[src/rtl/dpram_ctrl_pkg.sv]
// Shared types for the dual-port RAM access controller.
// Holds the per-port state encoding used by the port FSMs and the top-level hazard logic.
package dpram_ctrl_pkg;

    localparam logic [1:0] ST_IDLE = 2'd0;
    localparam logic [1:0] ST_WR   = 2'd1;
    localparam logic [1:0] ST_RD   = 2'd2;
    localparam logic [1:0] ST_CAP  = 2'd3;

    typedef enum logic [1:0] {
        IDLE = ST_IDLE,
        WR   = ST_WR,
        RD   = ST_RD,
        CAP  = ST_CAP
    } port_state_t;

endpackage

[src/rtl/dpram_port_fsm.sv]
// One client port: accepts a valid/ready request, drives the RAM port for one cycle
// (write) or two cycles (read + capture), and reports completion.
module dpram_port_fsm
    import dpram_ctrl_pkg::*;
#(
    parameter int ADDR_W = 4,
    parameter int DATA_W = 8
) (
    input  logic              clk,
    input  logic              rst,
    input  logic              req_valid_i,
    input  logic              req_we_i,
    input  logic [ADDR_W-1:0] req_addr_i,
    input  logic [DATA_W-1:0] req_wdata_i,
    input  logic              hazard_block_i,
    input  logic [DATA_W-1:0] data_out_i,
    output logic              req_ready_o,
    output logic              rsp_valid_o,
    output logic [DATA_W-1:0] rsp_rdata_o,
    output logic              wr_done_o,
    output logic [ADDR_W-1:0] address_o,
    output logic [DATA_W-1:0] data_in_o,
    output logic              write_enable_o,
    output port_state_t       state_o
);

    port_state_t       state_q, state_d;
    logic [ADDR_W-1:0] addr_q;
    logic [DATA_W-1:0] wdata_q;
    logic [DATA_W-1:0] rdata_q;
    logic              rsp_valid_q;
    logic              wr_done_q;
    logic              accept;

    assign req_ready_o = (state_q == IDLE) && !hazard_block_i && !rst;
    assign accept      = req_valid_i && req_ready_o;

    // NOTE: every variable driven here gets a default first so no path leaves it unassigned (no latch).
    always_comb begin
        state_d = state_q;
        unique case (state_q)
            IDLE: if (accept) state_d = req_we_i ? WR : RD;
            WR:   state_d = IDLE;
            RD:   state_d = CAP;
            CAP:  state_d = IDLE;
            default: state_d = IDLE;
        endcase
    end

    // NOTE: state is updated with non-blocking assignments so all flops see pre-edge values.
    always_ff @(posedge clk or posedge rst) begin
        if (rst) begin
            state_q     <= IDLE;
            addr_q      <= '0;
            wdata_q     <= '0;
            rdata_q     <= '0;
            rsp_valid_q <= 1'b0;
            wr_done_q   <= 1'b0;
        end else begin
            state_q     <= state_d;
            rsp_valid_q <= (state_q == RD);
            wr_done_q   <= (state_q == WR);
            if (accept) begin
                addr_q  <= req_addr_i;
                wdata_q <= req_wdata_i;
            end
            if (state_q == RD) rdata_q <= data_out_i;
        end
    end

    // Decoded straight from the state flop so an async reset drops the strobe at once.
    assign write_enable_o = (state_q == WR);
    assign rsp_valid_o    = rsp_valid_q;
    assign rsp_rdata_o    = rdata_q;
    assign wr_done_o      = wr_done_q;
    assign address_o      = addr_q;
    assign data_in_o      = wdata_q;
    assign state_o        = state_q;

endmodule

[src/rtl/dpram_access_ctrl.sv]
// Two-client front-end for dual_port_ram: per-port FSMs, same-address hazard
// blocking with port A priority, and a saturating stall counter.
module dpram_access_ctrl
    import dpram_ctrl_pkg::*;
#(
    parameter int ADDR_W = 4,
    parameter int DATA_W = 8,
    parameter int CNT_W  = 16
) (
    input  logic              clk,
    input  logic              rst,
    input  logic              req_valid_a,
    input  logic              req_valid_b,
    output logic              req_ready_a,
    output logic              req_ready_b,
    input  logic              req_we_a,
    input  logic              req_we_b,
    input  logic [ADDR_W-1:0] req_addr_a,
    input  logic [ADDR_W-1:0] req_addr_b,
    input  logic [DATA_W-1:0] req_wdata_a,
    input  logic [DATA_W-1:0] req_wdata_b,
    output logic              rsp_valid_a,
    output logic              rsp_valid_b,
    output logic [DATA_W-1:0] rsp_rdata_a,
    output logic [DATA_W-1:0] rsp_rdata_b,
    output logic              wr_done_a,
    output logic              wr_done_b,
    output logic [ADDR_W-1:0] address_a,
    output logic [ADDR_W-1:0] address_b,
    output logic [DATA_W-1:0] data_in_a,
    output logic [DATA_W-1:0] data_in_b,
    output logic              write_enable_a,
    output logic              write_enable_b,
    input  logic [DATA_W-1:0] data_out_a,
    input  logic [DATA_W-1:0] data_out_b,
    output logic [CNT_W-1:0]  collision_cnt
);

    localparam logic [CNT_W-1:0] CNT_MAX = '1;

    port_state_t      state_a, state_b;
    logic             hazard_a, hazard_b;
    logic             stall_a, stall_b;
    logic [1:0]       stall_inc;
    logic [CNT_W:0]   cnt_sum;
    logic [CNT_W-1:0] cnt_q, cnt_d;

    // A busy port blocks the other on its held address unless both ops are reads;
    // a same-cycle conflict between two idle requests is resolved in A's favour.
    assign hazard_a = (state_b != IDLE) && (address_b == req_addr_a)
                      && (req_we_a || state_b == WR);
    assign hazard_b = ((state_a != IDLE) && (address_a == req_addr_b)
                       && (req_we_b || state_a == WR))
                   || ((state_a == IDLE) && req_valid_a && req_valid_b
                       && (req_addr_a == req_addr_b) && (req_we_a || req_we_b));

    dpram_port_fsm #(.ADDR_W(ADDR_W), .DATA_W(DATA_W)) u_port_a (
        .clk            (clk),
        .rst            (rst),
        .req_valid_i    (req_valid_a),
        .req_we_i       (req_we_a),
        .req_addr_i     (req_addr_a),
        .req_wdata_i    (req_wdata_a),
        .hazard_block_i (hazard_a),
        .data_out_i     (data_out_a),
        .req_ready_o    (req_ready_a),
        .rsp_valid_o    (rsp_valid_a),
        .rsp_rdata_o    (rsp_rdata_a),
        .wr_done_o      (wr_done_a),
        .address_o      (address_a),
        .data_in_o      (data_in_a),
        .write_enable_o (write_enable_a),
        .state_o        (state_a)
    );

    dpram_port_fsm #(.ADDR_W(ADDR_W), .DATA_W(DATA_W)) u_port_b (
        .clk            (clk),
        .rst            (rst),
        .req_valid_i    (req_valid_b),
        .req_we_i       (req_we_b),
        .req_addr_i     (req_addr_b),
        .req_wdata_i    (req_wdata_b),
        .hazard_block_i (hazard_b),
        .data_out_i     (data_out_b),
        .req_ready_o    (req_ready_b),
        .rsp_valid_o    (rsp_valid_b),
        .rsp_rdata_o    (rsp_rdata_b),
        .wr_done_o      (wr_done_b),
        .address_o      (address_b),
        .data_in_o      (data_in_b),
        .write_enable_o (write_enable_b),
        .state_o        (state_b)
    );

    assign stall_a   = (state_a == IDLE) && req_valid_a && !req_ready_a;
    assign stall_b   = (state_b == IDLE) && req_valid_b && !req_ready_b;
    assign stall_inc = {1'b0, stall_a} + {1'b0, stall_b};
    assign cnt_sum   = {1'b0, cnt_q} + (CNT_W+1)'(stall_inc);
    assign cnt_d     = (cnt_sum > {1'b0, CNT_MAX}) ? CNT_MAX : cnt_sum[CNT_W-1:0];

    always_ff @(posedge clk or posedge rst) begin
        if (rst) cnt_q <= '0;
        else     cnt_q <= cnt_d;
    end

    assign collision_cnt = cnt_q;

endmodule
[config.mk]
export PLATFORM = sky130hd
export DESIGN_NAME = dpram_access_ctrl
export DESIGN_NICKNAME = d
export VERILOG_FILES = /design/src/rtl/dpram_ctrl_pkg.sv /design/src/rtl/dpram_port_fsm.sv /design/src/rtl/dpram_access_ctrl.sv
export SDC_FILE = /design/constraint.sdc
export NUM_CORES = 1
export LEC_CHECK = 0
export BUFFER_PORTS_ARGS = -buffer_cell sky130_fd_sc_hd__buf_2
export CELL_PAD_IN_SITES_DETAIL_PLACEMENT = 1
export CELL_PAD_IN_SITES_GLOBAL_PLACEMENT = 1
export CORE_ASPECT_RATIO = 1.4
export CORE_MARGIN = 8
export CORE_UTILIZATION = 35
export CTS_BUF_LIST = sky130_fd_sc_hd__clkbuf_8
export DETAILED_ROUTE_END_ITERATION = 10
export PLACE_DENSITY = 0.9
export SYNTH_ARGS = -nofsm -noshare
export SYNTH_HDL_FRONTEND = slang
export SYNTH_SLANG_ARGS = --single-unit
export TNS_END_PERCENT = 5
[constraint.sdc]
create_clock -name clk -period 2.4 [get_ports clk]
set_input_delay 0 -clock clk [delete_from_list [all_inputs] [get_ports clk]]
set_output_delay 0 -clock clk [all_outputs]
set_load 0.05 [all_outputs]
# == After elaboration in Yosys (flattened, before gate mapping) ==
# Index checks and enable logic that the tools add are counted.
# totals
regBits,64
output_inout_bits,64
wordCells,66
# op_classes
addsub,2
magnitude_cmp,1
eq_ne,11
muxes,7
n_reduce_logical,32
# op_table
operator,n
16-bit by 2-bit adder with 17-bit output,1
17-bit by 16-bit > comparator with 1-bit output (second input constant),1
1-bit logical AND,17
16-bit 2-to-1 mux,1
4-bit equality test,3
2-bit one-hot mux with 3 select lines,2
2-bit equality test (second input constant),4
2-bit 2-to-1 mux,4
1-bit logical NOT,5
2-bit by 1-bit equality test with 1-bit output (second input constant),2
2-bit logical NOT,2
1-bit logical OR,4
2-bit by 1-bit != test with 1-bit output (second input constant),2
2-bit nonzero test,2
2-bit OR reduction,2
1-bit by 1-bit adder with 2-bit output,1

# == Logic depth before layout (Yosys ltp) ==
# Gate-level depths: netlist of run 1.
# logic_depth
word_depth,15
depth_mapped,12
ltp_nobuf,12

# == By module ==
# A second synthesis of run 1 with hierarchy kept.
# hier_totals
cells_unflattened,207
area_unflattened_um2,2862.7
# by_module_without_submodules
module,n_inst,cells_per_inst,area_per_inst_um2,seq_area_each_um2
dpram_port_fsm,2,53,935.9,600.6
dpram_access_ctrl,1,101,991.0,400.4

# == Least setup slack after synthesis of run 1 ==
# Ideal clock, no wire load.
# synth_timing
path_type,register to register
start,"register u_port_a.state_q[1], in the netlist u_port_a.state_o[1]"
end,"register cnt_q[15], in the netlist collision_cnt[15]"
setup_ns,0.070
arrival_ns,3.187
slack_ns,-0.857
path_stages_with_launch,13
n_path_buf,1
cell_sequence,dfrtp_1 -> nor2b_1 -> a21oi_1 -> nor3_1 -> nor3_1 -> nor3_1 -> fa_1 -> ha_1 -> nand3_1 -> nor2_1 -> nand4_1 -> clkbuf_1 -> nand3_1
# synth_between
word_cells_on_any_way,24
cone_classes,2 x add/sub; 1 x order compare; 1 x eq/ne; 1 x mux; 19 x reduce/logical
# synth_lines
item,line_no,rtl
start: declaration,dpram_port_fsm.sv:27,"port_state_t state_q, state_d;"
start signal: assignment,dpram_port_fsm.sv:60,state_q <= state_d;
2-bit by 1-bit equality test with 1-bit output (*),n/a,
net write_enable_a,dpram_access_ctrl.sv:32,"output logic write_enable_a,"
1-bit logical OR (*),dpram_access_ctrl.sv:53,&& (req_we_b || state_a == WR))
1-bit logical AND (*),dpram_access_ctrl.sv:53,
1-bit logical OR (*),dpram_access_ctrl.sv:54,|| ((state_a == IDLE) && req_valid_a && req_valid_b
1-bit logical NOT (*),dpram_port_fsm.sv:35,assign req_ready_o = (state_q == IDLE) && !hazard_block_i && !rst;
1-bit logical AND (*) (2 in a row),dpram_port_fsm.sv:35,
1-bit logical NOT (*),dpram_access_ctrl.sv:96,assign stall_b = (state_b == IDLE) && req_valid_b && !req_ready_b;
1-bit logical AND (*),dpram_access_ctrl.sv:96,
1-bit by 1-bit adder with 2-bit output (*),dpram_access_ctrl.sv:97,"assign stall_inc = {1'b0, stall_a} + {1'b0, stall_b};"
16-bit by 2-bit adder with 17-bit output (*),dpram_access_ctrl.sv:98,"assign cnt_sum = {1'b0, cnt_q} + (CNT_W+1)'(stall_inc);"
17-bit by 16-bit > comparator with 1-bit output,dpram_access_ctrl.sv:99,"assign cnt_d = (cnt_sum > {1'b0, CNT_MAX}) ? CNT_MAX : cnt_sum[CNT_W-1:0];"
16-bit 2-to-1 mux (*),dpram_access_ctrl.sv:99,
net cnt_d[15],dpram_access_ctrl.sv:46,"logic [CNT_W-1:0] cnt_q, cnt_d;"
end signal: assignment,dpram_access_ctrl.sv:103,else cnt_q <= cnt_d;
end: declaration,dpram_access_ctrl.sv:46,
# The timed path passes the listed nets; every way through them passes the cells marked *.
# A chain may end at the register's enable or synchronous reset.

# == Worst setup path in the final report of run 1 ==
# layout_timing
start,"register u_port_a.state_q[1], in the netlist u_port_a.state_o[1]"
end,"register cnt_q[15], in the netlist collision_cnt[15]"
# layout_between
elab_chain_len,15
word_cells_on_any_way,24
cone_classes,2 x add/sub; 1 x order compare; 1 x eq/ne; 1 x mux; 19 x reduce/logical
# layout_lines
item,line_no,rtl
2-bit logical NOT,"dpram_port_fsm.sv:35, dpram_access_ctrl.sv:54, dpram_access_ctrl.sv:95",
1-bit logical AND,"dpram_access_ctrl.sv:54, dpram_access_ctrl.sv:95",
1-bit logical AND,dpram_access_ctrl.sv:54,
1-bit logical AND (2 in a row),dpram_access_ctrl.sv:55,&& (req_addr_a == req_addr_b) && (req_we_a || req_we_b));
1-bit logical OR,dpram_access_ctrl.sv:54,
1-bit logical NOT,dpram_port_fsm.sv:35,
1-bit logical AND (2 in a row),dpram_port_fsm.sv:35,
1-bit logical NOT,dpram_access_ctrl.sv:96,
1-bit logical AND,dpram_access_ctrl.sv:96,
1-bit by 1-bit adder with 2-bit output (*),dpram_access_ctrl.sv:97,
16-bit by 2-bit adder with 17-bit output (*),dpram_access_ctrl.sv:98,
17-bit by 16-bit > comparator with 1-bit output,dpram_access_ctrl.sv:99,
16-bit 2-to-1 mux (*),dpram_access_ctrl.sv:99,
net cnt_d[15],dpram_access_ctrl.sv:46,
# Marks and branches as above.

==> metrics.txt, run 1 <==
failing checks setup timing; total CTS buffers 9; Worst-Margin Slew 0.522 ns; # setup viols final 14; P&R area growth vs syn 55.1%; H-tree levels 3; DR DRC count 0; fill count 808; Vias/cell 4.79; GP Congestion 0.753; status finished, violations left; Worst Setup Start Kind register; worst hold slack 0.0150 ns; Mapped Area 2740 um2; nets 430; worst rel slew slack 65.1%; crit path kind register to register; post-synthesis cell count 208; Wirelength per Cell 18.1 um; Synth Register Bits 64; Peak VDD IR 0.639 mV; die extent in x 90.8 um; CP delay by family, top simple AND/OR/NAND/NOR gates; post-route cell area 4250 um2; Fmax achieved 0.403 GHz; CTS tree built; Routed Antenna Nets 0; Post-CTS Setup Bufs 0; initial detailed-routing violation count 53; Post-Syn Nets 256; Clock Tree Buf Depth 2; Critical R2R Launch u_port_a.state_o[1]; Std-Cell Rows 38; Async SR Flop Fraction 100%; most frequent cells in the layout 109 x buf_2, 57 x dfrtp_1, 44 x dlygate4sd3_1; GRT Total Usage 16.6%; initial antenna violation count 0; dominant synthesized flop cell dfrtp_1; Netlist cell types 32; critical path fanouts, max 5; I/O Buffers 109; share of layout cells above drive strength 1 52.7%; first-pass GRT wire length 14.2 mm; Setup crit start u_port_a.state_o[1]; final hold vios 0; hold_sp req_we_a; Starting Density 35.8%; leading cell type in the layout, fill and taps excluded buf_2; synthesized area per cell 13.2 um2; core region area 7650 um2; Seq/Total Area, Yosys 58.5%; Critical Path AT 2.76 ns; Final Skew 0.0170 ns; final worst path period need 2.48 ns; Cell Chain, Critical Path buf_6 > nor2b_4 > a21oi_2 > nor3_2 > nor3_2 > nor3_2 > fa_2 > and4_4 > nor2b_4 > nand3_2 > or3_1 > nand3_1; crit path buf inv count 1; Final HPWL DP 6.10 mm; period utilisation layout 103%; vias in the first global route 2722; Area after DPL 3580 um2; RSZ-0062 raised after global routing yes; CP required 2.68 ns; clk sinks 64; Root Driver clkbuf_8; pwr dens 1430 nW/um2; Ant. Diodes 0; setup ws final -0.0828 ns; number of synthesized flops with an enable pin 0; largest net degree at the start of global routing 26; Static Leak 2.11 nW; die height 121 um; Ys Warns 0; GRT Residual Overflow 0; final wirelength 8.78 mm; Slowest Stage Delay on Critical Path 0.43 ns; max_cap viols 0; CP endpoint kind register; drt pass-1 iters 4; Worst-path clk slew 0.07 ns; area of the die 11000 um2; I/O pins 110; worst min-delay path category primary input to register; most frequent CP cell nor3_2; clock network latency to the later pin of the worst-skew pair 0.35 ns; Slew Limit Fails 0; Power, Total 6.06 mW; DR vias 2322; slowest CP cell dfrtp_2
-- worst min-delay path, stage by stage --
cell and delay [ns]:
buf_2 0.13, a31oi_1 0.09, nor2_1 0.09
-- cell families (layout without fill, tap and decap cells) --
family | after synthesis | count (layout) | share of synthesized area [%]
fa+ha+maj | 2 | 2 | 1.19
flops | 64 | 64 | 58.5
xor+xnor | 21 | 21 | 6.72
buf+inv | 10 | 187 | 1.78
mux | 41 | 41 | 18.2
compound gates | 15 | 15 | 3.38
simple gates | 55 | 55 | 10.3
-- synth_stat cells (2+ instances only) --
cell type,instances,share of area [%]
a21oi_1,3,0.55
nor2_1,10,1.4
inv_1,5,0.69
dfrtp_1,64,58
mux2_4,10,5.5
nand3_1,5,0.91
clkbuf_1,2,0.27
nand4_1,5,1.1
nor2b_1,4,0.91
nor3_1,6,1.1
a31oi_1,5,1.1
mux2_2,30,12
xnor2_1,12,3.8
xor2_1,9,2.9
nand2b_1,2,0.46
nand2_1,15,2.1
and4_1,2,0.64
o21ai_0,4,0.73
and3_1,2,0.46
-- worst paths after layout --
check / depth (start not counted) / slack, ns / end
min reg2reg: 1 / 0.50 / u_port_b.rsp_rdata_o[6]
max reg2reg: 12 / -0.08 / collision_cnt[15]
min in group asynchronous: 3 / 0.30 / u_port_a.address_o[1]
max in group asynchronous: 4 / 1.35 / collision_cnt[1]
min: 3 / 0.02 / u_port_a.state_o[0]
max: 12 / -0.08 / collision_cnt[15]
-- power by group --
group	total (mW)	switching, mW	internal, mW
combinational	3.33	2.29	1.04
clock	0.864	0.379	0.485
sequential	1.86	0.318	1.54
-- registers in the layout (all words and copies together) (netlist names) --
signal	cells
collision_cnt	16
u_port_b.data_in_o	8
u_port_a.wr_done_o	1
u_port_b.state_o	2
u_port_a.rsp_rdata_o	8
u_port_a.rsp_valid_o	1
u_port_a.address_o	4
u_port_b.rsp_rdata_o	8
u_port_b.wr_done_o	1
u_port_a.state_o	2
u_port_a.data_in_o	8
u_port_b.address_o	4
u_port_b.rsp_valid_o	1
-- cell type report --
class                      instances  area (um2)  share of cell area (%)
multi-input combinational        134        1200                    28.4
clock buffer                      10         138                    3.24
inverter                           5        18.8                   0.442
tap                              100         125                    2.95
clock inverter                     4        41.3                   0.972
timing repair buffer             168        1110                    26.1
sequential                        64        1610                    37.9
-- layer usage --
metal	vias to the layer above	global-route usage (%)	wire [um]
li1	1072	-	-
met1	1169	16.0	3160
met2	66	31.2	4870
met3	15	5.21	565
met4	0	7.52	176
met5	-	0	0
-- through the flow --
stage                     util (%)  setup slack (ns)  setup TNS (ns)  std cells
after floorplan                  -           -0.0207          -0.110        208
after global placement        46.7            0.0409               0        427
after detailed placement      46.7           -0.0813          -0.205        427
after CTS                     55.1           -0.0323         -0.0546        485
after global routing          55.5            -0.227           -2.66        485
final                         55.5           -0.0828          -0.507        485
-- timing repair --
action	in CTS	in global routing
resized for setup	4	6
hold endpoints to repair	65	0
hold buffers	44	0
endpoints found under the setup margin	9	16
pin swaps	1	3
Note: power is estimated with default switching activity, not from simulation.
==> inputs of run 2 (changes only) <==
clock period = 2.1 ns   (was 2.4 ns; I/O delays follow)
==> run 2 against run 1 <==
The run still ends with setup timing left. Worst setup slack lost 0.25 ns. Sequential power grew 14%. First-iteration DRC count fell by 28%. Clock power grew 6.9%. Global-route usage increased by 0.48 points. Total power up 16%. Combinational power grew 20%. Sequential cell count did not move. Die area unchanged. Core utilization increased by 1.0 points. Largest cell class unchanged. Largest power group unchanged.
==> metrics.txt, run 2 (same netlist as run 1, synthesis figures left out) <==
I/O pins 110; largest net degree at the start of global routing 43; placed instance count 446; I/O Buffers 109; Routed Antenna Nets 0; Slew Limit Fails 0; failing checks setup timing; # setup viols final 16; H-tree levels 3; Clock Tree Buf Depth 2; Area after DPL 3730 um2; Critical Path AT 2.72 ns; Starting Density 35.8%; max_cap viols 0; clock network latency to the later pin of the worst-skew pair 0.35 ns; clk sinks 64; met2 track demand over resource 31.3%; met3 Use GR 6.33%; Worst-Margin Slew 0.547 ns; drt pass-1 iters 4; setup TNS -3.84 ns; RSZ-0062 raised after global routing yes; initial detailed-routing violation count 38; R2R setup slack -0.33 ns; vias in the first global route 2822; leading cell type in the layout, fill and taps excluded buf_2; CP required 2.39 ns; Top Usage Layer GRT met2; die height 121 um; post-route cell area 4330 um2; CP endpoint kind register; critical path fanouts, max 4; final hold vios 0; die extent in x 90.8 um; area of the die 11000 um2; period utilisation layout 116%; pwr dens 1630 nW/um2; Final Skew 0.00463 ns; most frequent cells in the layout 109 x buf_2, 57 x dfrtp_1, 39 x dlygate4sd3_1; nets 445; Post-CTS Setup Bufs 0; Worst-path clk slew 0.07 ns; share of layout cells above drive strength 1 54.6%; GRT Residual Overflow 0; max reg flops 16; final wirelength 8.88 mm; P&R area growth vs syn 57.9%; Std-Cell Rows 38; Wirelength per Cell 17.7 um; DR vias 2388; crit path kind register to register; final worst path period need 2.43 ns; status finished, violations left; worst min-delay path category primary input to register; CTS tree built; Worst Setup Start Kind register; Ant. Diodes 0; Final HPWL DP 6.19 mm; Static Leak 2.18 nW; Peak VDD IR 0.678 mV; GRT Total Usage 17.1%; core region area 7650 um2; initial antenna violation count 0; final std cells w/o fill 501; M1 GR Usage 16.4%; Fmax achieved 0.411 GHz; Vias/cell 4.77; Root Driver clkbuf_8; DR DRC count 0; worst rel slew slack 63.5%; GP Congestion 0.778; total CTS buffers 9; first-pass GRT wire length 14.6 mm; fill count 823; setup ws final -0.333 ns
run 2: changes by cell type in the layout (fill, tap and decap cells not counted), sizes merged:
cell,change
buf,+19
bufinv,-1
clkbuf,+1
dlygate4sd3,-5
dlymetal6s4s,+1
inv,+1
run 2: routing by layer:
| layer | vias to the layer above | part of all wire (%) |
|---|---|---|
| met2 | 69 | 55 |
| li1 | 1101 | - |
| met3 | 18 | 7.2 |
| met1 | 1200 | 36 |
| met4 | 0 | 2.4 |
| met5 | - | 0 |
run 2: layout make-up:
| type | count | area (um2) | area share (%) |
|---|---|---|---|
| well taps | 100 | 125 | 2.89 |
| flip-flops and latches | 64 | 1610 | 37.2 |
| inverters | 5 | 18.8 | 0.434 |
| clock inverters | 4 | 15.0 | 0.347 |
| repair buffers | 183 | 1220 | 28.2 |
| multi-input cells | 134 | 1180 | 27.4 |
| clock buffers | 11 | 151 | 3.50 |
run 2: critical path, stage by stage (launching register included):
cell and delay [ns]:
dfrtp_2 0.42, xnor2_1 0.18, nand3_1 0.11, nor3_2 0.23
nor3_2 0.07, nor3_2 0.17, fa_2 0.29, and4_4 0.22
nor2b_4 0.18, nand3_2 0.10, or3_1 0.31, nand3_1 0.09
run 2: report_power, final:
| part | switching, mW | internal [mW] | leakage (nW) |
|---|---|---|---|
| sequential | 0.351 | 1.77 | 0.775 |
| combinational | 2.69 | 1.32 | 1.30 |
| clock | 0.455 | 0.469 | 0.100 |
run 2: worst paths after layout:
path,cells after the start,to,from
worst max-delay path,11,collision_cnt[15],u_port_a.address_o[0]
worst min-delay path,3,u_port_b.address_o[2],req_addr_b[2]
worst max register to register,11,collision_cnt[15],u_port_a.address_o[0]
worst min register to register,1,u_port_a.data_in_o[3],u_port_a.data_in_o[3]
max in group asynchronous,4,u_port_b.rsp_rdata_o[7],rst
min in group asynchronous,3,u_port_b.address_o[0],rst
run 2: what timing repair did:
item,CTS,global route
endpoints found under the setup margin,16,19
hold buffers,40,0
endpoints found under the hold margin,59,0
resized for setup,1,5
pin swaps,2,1
run 2: metrics by stage:
stage | hold WS [ns] | power, mW | setup slack [ns] | util (%)
after CTS | 0.00123 | 7.04 | -0.323 | 56.2
after detailed placement | 0.121 | 6.02 | -0.415 | 48.8
after global routing | 0.0231 | 7.41 | -0.535 | 56.5
after floorplan | 0.148 | 4.87 | -0.321 | -
final | 0.0112 | 7.04 | -0.333 | 56.5
after global placement | 0.104 | 5.88 | -0.254 | 48.8
==> inputs of run 3 (changes only) <==
CELL_PAD_IN_SITES_DETAIL_PLACEMENT = 0   (was 1)
==> run 3 against run 2 <==
The run still ends with setup timing left. Clock power shrank 7.8%. Sequential power is essentially flat. Total power shrank 2.3%. Wire length shrank 14%. First-iteration DRC count grew 50%. Cell area is the same. Critical path depth grew 1. Register-to-register slack gained 0.09 ns. Sequential share of layout area is the same.
==> metrics.txt, run 3 (same netlist as run 1, synthesis figures left out) <==
Slowest Stage Delay on Critical Path 0.42 ns; Vias/cell 4.62; die extent in x 90.8 um; CP delay by family, top simple AND/OR/NAND/NOR gates; nets 446; Final Skew 0.00614 ns; met3 Use GR 4.71%; area of the die 11000 um2; CTS tree built; H-tree levels 3; Starting Density 35.8%; Fmax achieved 0.427 GHz; final wirelength 7.61 mm; pwr dens 1590 nW/um2; P&R area growth vs syn 57.9%; CP required 2.38 ns; Cell Chain, Critical Path buf_6 > nor2b_4 > a21oi_2 > nor3_2 > nor3_2 > nor3_2 > fa_2 > and4_4 > nor2b_4 > nand3_2 > or3_1 > nand3_1; clk sinks 64; # setup viols final 16; Worst-path clk slew 0.06 ns; Final HPWL DP 5.49 mm; largest net degree at the start of global routing 43; Power, Total 6.88 mW; core region area 7650 um2; Routed Antenna Nets 0; RSZ-0062 raised after global routing yes; crit path buf inv count 1; Worst Setup Start Kind register; clock network latency to the later pin of the worst-skew pair 0.34 ns; GRT Total Usage 14.3%; vias in the first global route 2542; Peak VDD IR 0.827 mV; initial detailed-routing violation count 57; Critical Path AT 2.62 ns; I/O Buffers 109; DP Worst Slack -0.362 ns; total CTS buffers 9; period utilisation layout 111%; Clock Tree Buf Depth 2; GP Congestion 0.778; die height 121 um; final worst path period need 2.34 ns; failing checks setup timing; met2 track demand over resource 24.7%; critical path fanouts, max 5; share of layout cells above drive strength 1 54.6%; most frequent CP cell nor3_2; status finished, violations left; most frequent cells in the layout 108 x buf_2, 57 x dfrtp_1, 41 x dlygate4sd3_1; crit path kind register to register; first-pass GRT wire length 12.4 mm; worst rel slew slack 65.2%; Root Driver clkbuf_8; max reg flops 16; DR DRC count 0; final hold vios 0; CP endpoint kind register; Ant. Diodes 0; worst min-delay path category primary input to register; setup ws final -0.240 ns; slowest CP cell dfrtp_2; Static Leak 2.17 nW; DR vias 2315; Std-Cell Rows 38; leading cell type in the layout, fill and taps excluded buf_2; M1 GR Usage 15.0%; Top Usage Layer GRT met2; Wirelength per Cell 15.2 um; initial antenna violation count 0; drt pass-1 iters 4; GRT Residual Overflow 0; Slew Limit Fails 0; I/O pins 110; setup TNS -2.46 ns; max_cap viols 0; Worst-Margin Slew 0.522 ns; fill count 651
==> run 3: worst register-to-register path, cell delays in order (launching register included) <==
cell and delay [ns]:
dfrtp_2 0.42, buf_6 0.14, nor2b_4 0.11, a21oi_2 0.04, nor3_2 0.17, nor3_2 0.07, nor3_2 0.16, fa_2 0.28
and4_4 0.22, nor2b_4 0.18, nand3_2 0.10, or3_1 0.31, nand3_1 0.08
==> run 3: timing repair <==
item | CTS | global route
gates resized for setup | 3 | 4
pin swaps | 1 | 1
hold buffers | 41 | 0
endpoints found under the setup margin | 16 | 18
setup buffers | 0 | 0
hold endpoints to repair | 60 | 0
==> run 3: cell type report <==
class	instances	area, um2	area share (%)
multi-input combinational	134	1190	27.5
timing repair buffer	184	1230	28.4
inverter	5	18.8	0.434
clock buffer	10	138	3.18
sequential	64	1610	37.2
tap	100	125	2.89
clock inverter	4	16.3	0.376
==> run 3: per-layer routing <==
| layer | up-vias | routed length, um |
|---|---|---|
| met4 | 0 | 171 |
| met5 | - | 0 |
| met3 | 13 | 552 |
| li1 | 1106 | - |
| met2 | 68 | 3990 |
| met1 | 1128 | 2900 |
==> run 3: worst paths after layout <==
check                                                to  cells past startpoint  slack [ns]                     from
min in group asynchronous         u_port_a.data_in_o[4]                      3        0.31                      rst
max in group asynchronous              collision_cnt[0]                      4        1.19                      rst
worst min register to register  u_port_b.rsp_rdata_o[2]                      1        0.50  u_port_b.rsp_rdata_o[2]
worst max register to register        collision_cnt[15]                     12       -0.24      u_port_a.state_o[1]
worst min-delay path              u_port_b.address_o[2]                      3        0.03            req_addr_b[2]
worst max-delay path                  collision_cnt[15]                     12       -0.24      u_port_a.state_o[1]
==> run 3: power breakdown <==
part | total [mW] | switching (mW) | internal [mW]
Combinational | 3.94 | 2.62 | 1.32
Clock | 0.852 | 0.420 | 0.432
Sequential | 2.09 | 0.325 | 1.76
Total | 6.88 | 3.36 | 3.52
==> run 3: stage by stage <==
stage / utilization (%) / std cells / hold slack [ns] / instance area [um2]
after CTS: 56.3 / 501 / 0.00584 / 4310
after global placement: 48.8 / 446 / 0.104 / 3730
after detailed placement: 48.8 / 446 / 0.115 / 3730
final: 56.5 / 501 / 0.0345 / 4330
after floorplan: - / 208 / 0.148 / 2830
after global routing: 56.5 / 501 / 0.0327 / 4330
